### config.mk
export PLATFORM = sky130hd
export DESIGN_NAME = instr_fetch
export DESIGN_NICKNAME = d
export VERILOG_FILES = /design/src/rtl/instr_fetch_pkg.sv /design/src/rtl/fetch_pc_reg.sv /design/src/rtl/instr_fetch.sv
export SDC_FILE = /design/constraint.sdc
export NUM_CORES = 1
export LEC_CHECK = 0
export CAP_MARGIN = 20
export CORE_MARGIN = 2
export CORE_UTILIZATION = 40
export CTS_CLUSTER_DIAMETER = 150
export CTS_CLUSTER_SIZE = 12
export DETAILED_ROUTE_END_ITERATION = 16
export GPL_TIMING_DRIVEN = 0
export PLACE_DENSITY_LB_ADDON = 0.05
export SLEW_MARGIN = 20
export SYNTH_ARGS = -nofsm -noshare
export SYNTH_HDL_FRONTEND = slang
export SYNTH_SLANG_ARGS = --single-unit
### constraint.sdc
create_clock -name clk -period 3.8 [get_ports clk]
set_input_delay 0.57 -clock clk [delete_from_list [all_inputs] [get_ports clk]]
set_output_delay 0.57 -clock clk [all_outputs]
set_load 0.05 [all_outputs]
### src/rtl/instr_fetch_pkg.sv
// Shared widths, fetch FSM encoding and PC helpers for the instruction fetch unit.
package instr_fetch_pkg;

  localparam int WORD            = 64;
  localparam int INSTR_LEN       = 32;
  localparam int PC_STEP_DEFAULT = 4;

  typedef enum logic [1:0] {
    FETCH_IDLE  = 2'd0,
    FETCH_REQ   = 2'd1,
    FETCH_HOLD  = 2'd2,
    FETCH_FLUSH = 2'd3
  } fetch_state_e;

  // Instructions are word aligned; the low two address bits are always dropped.
  function automatic logic [WORD-1:0] align_word(input logic [WORD-1:0] addr);
    return {addr[WORD-1:2], 2'b00};
  endfunction

endpackage

### src/rtl/fetch_pc_reg.sv
// Fetch PC register: redirect load (with alignment masking) wins over sequential increment.
module fetch_pc_reg
  import instr_fetch_pkg::*;
#(
  parameter logic [WORD-1:0] RESET_PC = '0,
  parameter int              PC_STEP  = PC_STEP_DEFAULT
) (
  input  logic            clk,
  input  logic            rst_n,
  input  logic            load_redirect,
  input  logic [WORD-1:0] target,
  input  logic            increment,
  output logic [WORD-1:0] fetch_pc,
  output logic            misaligned
);

  localparam logic [WORD-1:0] STEP = WORD'(PC_STEP);

  always_ff @(posedge clk or negedge rst_n) begin
    if (!rst_n) begin
      fetch_pc   <= RESET_PC;
      misaligned <= 1'b0;
    end else begin
      misaligned <= load_redirect && (target[1:0] != 2'b00);
      if (load_redirect) begin
        fetch_pc <= align_word(target);
      end else if (increment) begin
        // Wraps modulo 2^WORD without any flag.
        fetch_pc <= fetch_pc + STEP;
      end
    end
  end

endmodule

### src/rtl/instr_fetch.sv
// Instruction fetch unit: single-outstanding imem requests, one-entry instruction
// buffer towards decode, and redirect handling including stale-response flushing.
module instr_fetch
  import instr_fetch_pkg::*;
#(
  parameter logic [WORD-1:0] RESET_PC = '0,
  parameter int              PC_STEP  = PC_STEP_DEFAULT
) (
  input  logic                 clk,
  input  logic                 rst_n,
  output logic                 imem_req,
  output logic [WORD-1:0]      imem_addr,
  input  logic                 imem_ack,
  input  logic [INSTR_LEN-1:0] imem_rdata,
  output logic                 instr_valid,
  output logic [INSTR_LEN-1:0] instruction,
  output logic [WORD-1:0]      pc,
  input  logic                 instr_ready,
  input  logic                 redirect,
  input  logic [WORD-1:0]      redirect_pc,
  output logic                 misaligned,
  output logic [1:0]           fsm_state
);

  // Handshakes: imem_req/imem_addr hold until a cycle with imem_ack=1; decode
  // consumes the buffered instruction on a cycle with instr_valid=1 and instr_ready=1,
  // unless redirect is high in that cycle, in which case the instruction is discarded.

  fetch_state_e    state;
  logic [WORD-1:0] fetch_pc;
  logic [WORD-1:0] stale_addr;
  logic            increment;

  assign increment = (state == FETCH_REQ) && imem_ack && !redirect;
  assign imem_req  = (state == FETCH_REQ) || (state == FETCH_FLUSH);
  assign imem_addr = (state == FETCH_FLUSH) ? stale_addr : fetch_pc;
  assign fsm_state = state;

  fetch_pc_reg #(
    .RESET_PC (RESET_PC),
    .PC_STEP  (PC_STEP)
  ) u_fetch_pc_reg (
    .clk           (clk),
    .rst_n         (rst_n),
    .load_redirect (redirect),
    .target        (redirect_pc),
    .increment     (increment),
    .fetch_pc      (fetch_pc),
    .misaligned    (misaligned)
  );

  always_ff @(posedge clk or negedge rst_n) begin
    if (!rst_n) begin
      state       <= FETCH_IDLE;
      stale_addr  <= RESET_PC;
      instr_valid <= 1'b0;
      instruction <= '0;
      pc          <= RESET_PC;
    end else begin
      case (state)
        FETCH_IDLE: begin
          state <= FETCH_REQ;
        end
        FETCH_REQ: begin
          if (redirect && !imem_ack) begin
            // Request still open at the old address: close it out in FLUSH.
            stale_addr <= fetch_pc;
            state      <= FETCH_FLUSH;
          end else if (imem_ack && !redirect) begin
            instruction <= imem_rdata;
            pc          <= fetch_pc;
            instr_valid <= 1'b1;
            state       <= FETCH_HOLD;
          end
          // redirect with ack: response dropped, new address issued next cycle.
        end
        FETCH_HOLD: begin
          if (redirect || instr_ready) begin
            instr_valid <= 1'b0;
            state       <= FETCH_REQ;
          end
        end
        FETCH_FLUSH: begin
          if (imem_ack) begin
            state <= FETCH_REQ;
          end
        end
        default: state <= FETCH_IDLE;
      endcase
    end
  end

endmodule

==> results of run 1 <==
## path summary, 6_finish.rpt
| check | start | end | slack [ns] | cells past startpoint |
|---|---|---|---|---|
| max in group asynchronous | rst_n | u_fetch_pc_reg.fetch_pc[31] | 2.97 | 2 |
| min reg2reg | stale_addr[31] | stale_addr[31] | 0.50 | 1 |
| min | rst_n | instruction[25] | -0.006 | 1 |
| max reg2reg | u_fetch_pc_reg.fetch_pc[3] | u_fetch_pc_reg.fetch_pc[58] | 1.07 | 7 |
| max | fsm_state[0] | imem_addr[3] | 0.14 | 5 |
| min in group clk | stale_addr[31] | stale_addr[31] | 0.50 | 1 |
## placed cells by master (no fill, tap or decap), drive strengths merged, types with 3 or more instances in the layout
cell,Yosys,routed
conb,1,4
nor3,9,9
nand3,26,26
a21oi,3,3
a31oi,15,15
clkbuf,41,64
clkdlybuf4s50,0,260
nand2b,4,4
buf,18,22
or3,12,12
nand2,65,65
or4,3,3
o31a,3,3
xor2,30,30
mux2,219,219
dfrtp,222,222
and3,8,8
inv,10,10
o31ai,3,3
nor2,28,28
and4,4,4
nor4,10,10
xnor2,13,13
o21ai,57,57
nand4,32,32
## worst register-to-register path, stage by stage, from the launching register on
cell and delay, ns:
dfrtp_1 0.47, ha_1 0.19, nand4b_1 0.25, nor3_4 0.56, nand4_1 0.34, clkbuf_1 0.29, or3_1 0.38, a31oi_1 0.17
## power breakdown
part | internal [mW] | total, mW | switching (mW)
sequential | 2.95 | 3.31 | 0.356
clock | 1.06 | 1.93 | 0.869
combinational | 1.52 | 3.92 | 2.40
total | 5.54 | 9.16 | 3.63
## final cells by class
type / instances / area share
flip-flops and latches: 222 / 0.396
multi-input cells: 560 / 0.320
repair buffers: 264 / 0.192
clock buffers: 23 / 0.0411
well taps: 330 / 0.0295
plain buffers: 59 / 0.0180
inverters: 10 / 0.00268
clock inverters: 1 / 0.000625
diodes: 1 / 0.000179
## kinds of logic after synthesis
logic type / count (synthesis)
flops: 222
mux: 220
simple gates: 208
compound gates: 84
buf+inv: 69
xor+xnor: 43
fa+ha+maj: 1
other cells: 1
## metal layers
metal  wire (um)  vias up
met5          43        -
met4         483        6
met3        1870       42
met2       12700      210
met1       12500     3694
li1            -     3605
## metrics by stage
step                TNS [ns]   util  hold WS (ns)
floorplan                  0      -         0.274
global placement    -1732.47  0.528         0.485
detailed placement         0  0.532         0.492
CTS                        0  0.555        0.0219
global route               0  0.555        0.0421
finish                     0  0.555      -0.00568
==> impl_metrics.csv, run 1 <==
group,metric,value,unit
placed_design,dp_slack,0.380,ns
worst_setup_path,path_buf_inv,3,
synth,synth_compound_area_frac,0.0453,
global_route,track_usage,0.203,
placed_design,place_congestion,0.758,
detailed_routing,routed_wirelength,27600,um
final_layout,fill_cells,2238,
hold_path,hp-class,"in2async",
detailed_routing,drt-wirelength-per-cell,18.8,um
floorplanning,rows,58,
worst_setup_path,worstSetupStartpointType,"flip-flop",
synth,synth_top_family_by_area,"multiplexers",
timing,hold_slack,-0.00568,ns
synth,synth_edf_count,0,
synth,postSynthAreaPerCell,12.2,um^2
placed_design,post-dp-hpwl,19800,um
clock_tree,cts-hold-fix-buffers,0,
synth,synth_mux_area_frac,0.240,
synth,synth_top_cells_by_count,"dfrtp_1 (222), mux2_2 (219), nand2_1 (64), o21ai_0 (57), clkbuf_1 (40)",
clock_tree,cts_tree,"built",
clock_tree,insertion_delay,0.51,ns
run_status,failed_checks,"negative hold slack",
final_layout,nNetsFinal,1241,
global_route,gr-usage-met1,0.285,
timing,period_needed,3.66,ns
timing,fmax,273,MHz
detailed_routing,drc,0,
clock_tree,cts_sinks,222,
detailed_routing,viasPerCell,5.14,
timing,min_period_over_period,0.964,
worst_setup_path,worstPathArrival,3.09,ns
synth,synthSimpleGateAreaFrac,0.109,
synth,ys_warn_count,0,
worst_setup_path,crit_type,"reg2out",
synth,syn_area,10300,um^2
detailed_routing,dr.first_iter.drc_count,364,
synth,synth_top_area_cell,"dfrtp_1",
detailed_routing,dr.pass1.iters,4,
worst_setup_path,critical-path-top-delay-family,"buffers and inverters",
detailed_routing,vias,7557,
clock_tree,post_cts_resized,1,
power,vdd_drop_max,0.000386,V
synth,synth-seq-cells,222,
synth,synth_seq_area_share,0.539,
synth,async_flop_share,1.00,
final_layout,multi_input_area,4490,um^2
timing,skew,0.0116,ns
global_route,grt_pass1_vias,7694,
final_layout,fin_area,14000,um^2
floorplanning,initial_core_util,0.408,
synth,synth-xor-area-share,0.0365,
synth,yosysMostFrequentCell,"dfrtp_1",
worst_setup_path,cp-end-kind,"output pin",
synth,netlist_instances,848,
timing,setup_viol,0,
floorplanning,io_pins,266,
power,finalPower,9.16,mW
timing,slew_viol_final,0,
clock_tree,htree_levels,1,
flow_run,max_cap_viol_count,0,
clock_tree,cts-root-buf,"clkbuf_16",
global_route,grtUsageMet3,0.0465,
clock_tree,cts_buffers,22,
placed_design,numPortBuffers,261,
global_route,grt_pass1_wl,43000,um
floorplanning,dieWidth,165,um
final_layout,register_area,5560,um^2
global_route,grt.busiest_layer,"met2",
clock_tree,cts_setup_buffers,0,
global_route,use_met2,0.325,
floorplanning,core,25300,um^2
final_layout,drive_above_1_share,0.241,
worst_setup_path,cp_max_fo,10,
synth,synthTopCellsByArea,"dfrtp_1 (54%), mux2_2 (24%), o21ai_0 (2.8%)",
worst_setup_path,max_stage_delay,0.70,ns
global_route,overflow,0,
global_route,antenna_found_initial,3,
detailed_routing,antenna_left,0,
final_layout,area_growth,36.0,%
power,power_density,654,nW/um^2
floorplanning,chipHeight,165,um
synth,synth_top_area_frac,0.539,
timing,rsz0062_at_grt,"no",
placed_design,placedCellCount,1445,
timing,timing.final.ws_setup,0.136,ns
power,power.leakage,5.60,nW
placed_design,place_area,13400,um^2
worst_setup_path,crit_required,3.23,ns
timing,slew_headroom,0.395,
final_layout,stdcell_count,1470,
worst_setup_path,crit_chain,"buf_2, nand2_2, clkbuf_1, mux2_2, clkdlybuf4s50_1",
timing,worst_pin_slew,0.907,ns
global_route,grt_max_degree,82,
run_status,status,"complete, but fails checks",
clock_tree,clock_path_buffers,3,
worst_setup_path,crit_slowest_cell,"clkdlybuf4s50_1",
synth,synth.distinct_cells,43,
timing,hold_violations,1,
floorplanning,dieArea,27100,um^2
synth,synthAdderAreaFrac,0.00121,
clock_tree,clk_pin_slew,0.07,ns
synth,synth_top_flop_cell,"dfrtp_1",
Power figures use the tool's default switching activity.
==> run 2, diff against run 1 <==
Settings changed: CORE_ASPECT_RATIO set to 1.2, GPL_ROUTABILITY_DRIVEN set to 1.
==> run 2 against run 1 <==
Against the previous run:
- the flow now finishes without violations
- clock power barely moved
- critical path depth unchanged
- utilization decreased by 0.17 points
- non-clock buffer count is 1 higher
- cell area grew 0.21%
- largest power group unchanged
- sequential cell count unchanged
- combinational power about the same
- hold slack gained 0.51 ns
- maximum frequency fell by 1.9%
- clock skew up 0.011 ns
- sequential share of layout area down 0.081 points
- cell count about the same
==> impl_metrics.csv, run 2 (synthesis gave the netlist of run 1 again) <==
group,metric,value,unit
worst_setup_path,critical-path-top-delay-family,"buffers and inverters",
placed_design,dp_slack,0.381,ns
detailed_routing,vias,7566,
worst_setup_path,crit_chain,"buf_2, nand2_1, buf_1, mux2_2, clkdlybuf4s50_1",
timing,min_period_over_period,0.983,
floorplanning,initial_core_util,0.406,
timing,slew_headroom,0.414,
floorplanning,io_pins,266,
detailed_routing,viasPerCell,5.14,
global_route,track_usage,0.206,
global_route,grt_pass1_wl,44100,um
final_layout,nNetsFinal,1242,
detailed_routing,drc,0,
detailed_routing,routed_wirelength,27700,um
worst_setup_path,path_buf_inv,3,
timing,rsz0062_at_grt,"yes",
clock_tree,htree_levels,1,
floorplanning,core,25400,um^2
worst_setup_path,rr_worst_depth,6,
worst_setup_path,cp-end-kind,"output pin",
final_layout,utilization,0.553,
power,power_density,652,nW/um^2
clock_tree,clk_pin_slew,0.06,ns
worst_setup_path,reg2reg_to,"u_fetch_pc_reg.fetch_pc[57]",
flow_run,max_cap_viol_count,0,
detailed_routing,dr.pass1.iters,4,
placed_design,placedCellCount,1445,
worst_setup_path,crit_slowest_cell,"clkdlybuf4s50_1",
timing,period_needed,3.74,ns
hold_path,hp-start,"stale_addr[15]",
worst_setup_path,worstPathArrival,3.17,ns
worst_setup_path,crit_type,"reg2out",
timing,timing.final.ws_setup,0.0641,ns
timing,skew,0.0221,ns
clock_tree,cts_tree,"built",
detailed_routing,dr.first_iter.drc_count,306,
clock_tree,clock_path_buffers,3,
global_route,overflow,0,
detailed_routing,drt-wirelength-per-cell,18.9,um
floorplanning,rows,64,
final_layout,final_common_cell,"clkdlybuf4s50_1",
placed_design,place_congestion,0.770,
worst_setup_path,cp_num_cells,5,
worst_setup_path,worstSetupStartpointType,"flip-flop",
power,power.leakage,5.63,nW
hold_path,min_to,"stale_addr[15]",
worst_setup_path,crit_required,3.23,ns
final_layout,final_cell_mix,"clkdlybuf4s50_1 (260), dfrtp_1 (222), mux2_2 (219)",
power,finalPower,9.16,mW
global_route,grt_pass1_vias,7706,
floorplanning,chipHeight,180,um
worst_setup_path,regToRegStartpoint,"u_fetch_pc_reg.fetch_pc[34]",
final_layout,area_growth,36.2,%
worst_setup_path,cp_max_fo,10,
clock_tree,cts-root-buf,"clkbuf_16",
clock_tree,cts_sinks,222,
timing,hold_slack,0.501,ns
hold_path,hp-class,"reg2reg",
detailed_routing,antenna_left,0,
timing,slew_viol_final,0,
timing,fmax,268,MHz
global_route,antenna_found_initial,1,
floorplanning,dieWidth,151,um
floorplanning,dieArea,27100,um^2
final_layout,drive_above_1_share,0.243,
worst_setup_path,max_stage_delay,0.70,ns
global_route,grt_max_degree,76,
worst_setup_path,ff2ff_setup_slack,1.15,ns
hold_path,min_path_cells,1,
placed_design,numPortBuffers,261,
run_status,status,"completed",
clock_tree,insertion_delay,0.51,ns
final_layout,stdcell_count,1471,
placed_design,post-dp-hpwl,20100,um
timing,setup_viol,0,
clock_tree,cts_buffers,22,
timing,worst_pin_slew,0.879,ns
power,vdd_drop_max,0.000384,V
timing,hold_violations,0,
==> run 2: final cells by class <==
type,count,area [um^2]
Fill cell,2224,11300
Sequential cell,222,5560
Multi-Input combinational cell,560,4480
Timing Repair Buffer,265,2710
Clock buffer,23,576
Tap cell,330,413
Buffer,59,258
Inverter,10,37.5
Clock inverter,1,8.76
Antenna cell,1,2.50
==> run 2: layer usage <==
| layer | part of all wire | GRT usage | vias up |
|---|---|---|---|
| li1 | - | - | 3595 |
| met1 | 0.44 | 0.277 | 3749 |
| met2 | 0.49 | 0.349 | 189 |
| met3 | 0.054 | 0.0350 | 33 |
| met4 | 0.015 | 0.0430 | 0 |
| met5 | 0 | 0 | - |
==> run 2: how the worst max path moves through the flow <==
| stage | to | start | slack [ns] |
|---|---|---|---|
| detailed placement | pc[25] | imem_ack | 0.38 |
| global placement | stale_addr[33] | rst_n | -7.86 |
| global route | imem_addr[53] | fsm_state[0] | -0.06 |
| floorplan | imem_addr[10] | fsm_state[0] | 1.42 |
| CTS | imem_addr[27] | fsm_state[0] | 0.01 |
| finish | imem_addr[57] | fsm_state[0] | 0.06 |
==> run 2: metrics by stage <==
| stage | setup TNS [ns] | instance area, um^2 |
|---|---|---|
| 3_5_place_dp | 0 | 13400 |
| 6_report | 0 | 14000 |
| 5_1_grt | -1.09 | 14000 |
| 3_3_place_gp | -1738.35 | 13300 |
| 2_1_floorplan | 0 | 10300 |
| 4_1_cts | 0 | 14000 |
==> run 2: where the power goes <==
| part | leakage (nW) | internal, mW | total (mW) | switching [mW] |
|---|---|---|---|---|
| combinational | 2.70 | 1.52 | 3.92 | 2.40 |
| sequential | 2.64 | 2.95 | 3.31 | 0.355 |
| clock | 0.288 | 1.06 | 1.93 | 0.865 |
==> run 2: timing repair <==
action | CTS | global route
endpoints found under the setup margin | 10 | 50
buffers inserted | 0 | 0
hold endpoints to repair | 41 | 0
resized for setup | 1 | 7
hold buffers | 1 | 0
==> run 3, diff against run 2 <==
Settings changed: GPL_TIMING_DRIVEN 0 to not set.
==> run 3 against run 2 <==
Against the previous run:
- combinational power fell by 1%
- clock skew is 0.011 ns lower
- via count is 3.1% lower
- routed wire length down 3.5%
- global-route usage decreased by 0.94 points
- critical path type unchanged
==> impl_metrics.csv, run 3 (synthesis gave the netlist of run 1 again) <==
group,metric,value,unit
worst_setup_path,crit_required,3.23,ns
clock_tree,clk_pin_slew,0.06,ns
final_layout,multi_input_area,4500,um^2
clock_tree,cts-hold-fix-buffers,0,
placed_design,numPortBuffers,261,
clock_tree,htree_levels,1,
timing,final.setup.tns,0,ns
power,netSwitchingPower,3.63,mW
detailed_routing,drc,0,
power,power.leakage,5.54,nW
run_status,status,"completed",
floorplanning,core,25400,um^2
placed_design,post-dp-hpwl,18400,um
power,intPower,5.53,mW
timing,hold_slack,0.0365,ns
detailed_routing,dr.first_iter.drc_count,268,
global_route,grt_pass1_vias,7360,
timing,fmax,283,MHz
placed_design,placedCellCount,1400,
floorplanning,chipHeight,180,um
detailed_routing,dr.pass1.iters,4,
floorplanning,dieArea,27100,um^2
power,p_seq_frac,0.365,
timing,skew,0.0114,ns
power,finalPower,9.15,mW
final_layout,stdcell_count,1424,
worst_setup_path,worstSetupStartpointType,"flip-flop",
final_layout,nNetsFinal,1196,
global_route,grt_pass1_wl,42200,um
power,clockPowerShare,0.211,
detailed_routing,drt-wirelength-per-cell,18.8,um
worst_setup_path,cp-end-kind,"output pin",
global_route,track_usage,0.197,
timing,hold_violations,0,
timing,rsz0062_at_grt,"no",
final_layout,antenna_cells,0,
final_layout,register_area,5560,um^2
power,comb_power_share,0.424,
power,vdd_drop_max,0.000418,V
floorplanning,initial_core_util,0.406,
final_layout,final_common_cell,"clkdlybuf4s50_1",
detailed_routing,vias,7333,
clock_tree,insertion_delay,0.51,ns
timing,slew_viol_final,0,
clock_tree,cts_setup_buffers,0,
timing,slew_headroom,0.554,
worst_setup_path,crit_type,"reg2out",
power,switching_share,0.396,
final_layout,fill_cells,2227,
hold_path,hp-class,"in2async",
detailed_routing,viasPerCell,5.15,
final_layout,utilization,0.547,
clock_tree,cts-root-buf,"clkbuf_16",
floorplanning,dieWidth,151,um
floorplanning,rows,64,
timing,worst_pin_slew,0.669,ns
detailed_routing,antenna_left,0,
final_layout,final_cell_mix,"clkdlybuf4s50_1 (259), dfrtp_1 (222), mux2_2 (219)",
worst_setup_path,cp_max_fo,33,
power,power_density,659,nW/um^2
placed_design,place_congestion,0.756,
clock_tree,cts_buffers,22,
global_route,grt_max_degree,88,
clock_tree,post_cts_resized,0,
detailed_routing,routed_wirelength,26800,um
clock_tree,clock_path_buffers,3,
final_layout,drive_above_1_share,0.250,
flow_run,max_cap_viol_count,0,
worst_setup_path,worstPathArrival,2.96,ns
timing,min_period_over_period,0.929,
final_layout,area_growth,34.7,%
clock_tree,cts_sinks,222,
timing,period_needed,3.53,ns
floorplanning,io_pins,266,
timing,setup_viol,0,
clock_tree,cts_tree,"built",
global_route,antenna_found_initial,0,
global_route,overflow,0,
-- run 3: power by group through the flow --
stage | clock network, mW | registers (mW) | logic (mW)
6_report | 1.93 | 3.34 | 3.88
5_1_grt | 2.09 | 3.42 | 4.06
4_1_cts | 1.99 | 3.34 | 3.93
3_5_place_dp | 0 | 3.38 | 3.91
3_3_place_gp | 0 | 3.37 | 3.89
2_1_floorplan | 0 | 4.41 | 1.52
-- run 3: worst paths after layout --
path | start | endpoint | slack, ns | depth (start not counted)
max in group asynchronous | rst_n | pc[31] | 2.85 | 2
setup / recovery | fsm_state[0] | imem_addr[52] | 0.27 | 4
setup reg to reg | u_fetch_pc_reg.fetch_pc[23] | u_fetch_pc_reg.fetch_pc[55] | 1.01 | 6
hold reg to reg | stale_addr[7] | stale_addr[7] | 0.50 | 1
hold / removal | rst_n | instruction[12] | 0.04 | 1
min in group clk | redirect | u_fetch_pc_reg.fetch_pc[4] | 0.50 | 3
-- run 3: through the flow --
stage	setup WS, ns	cell area [um^2]
floorplan	1.42	10300
global placement	0.618	13300
detailed placement	0.556	13300
CTS	0.208	13900
global route	0.147	13900
finish	0.271	13900
-- run 3: worst max-delay path, cell delays in order (launching register included) --
cell	delay, ns
dfrtp_1	0.51
nand2_4	0.46
buf_4	0.36
mux2_2	0.38
clkdlybuf4s50_1	0.70
-- run 3: final cells by class --
class                   count  area share
inverters                  10     0.00270
flip-flops and latches    222       0.400
clock inverters             1    0.000631
clock buffers              23      0.0415
well taps                 330      0.0297
repair buffers            278       0.201
multi-input cells         560       0.324
-- run 3: per-layer routing --
layer	vias to the layer above	global-route usage	part of all wire
li1	3507	-	-
met1	3599	0.264	0.44
met2	192	0.328	0.49
met3	35	0.0365	0.056
met4	0	0.0479	0.019
met5	-	0	0
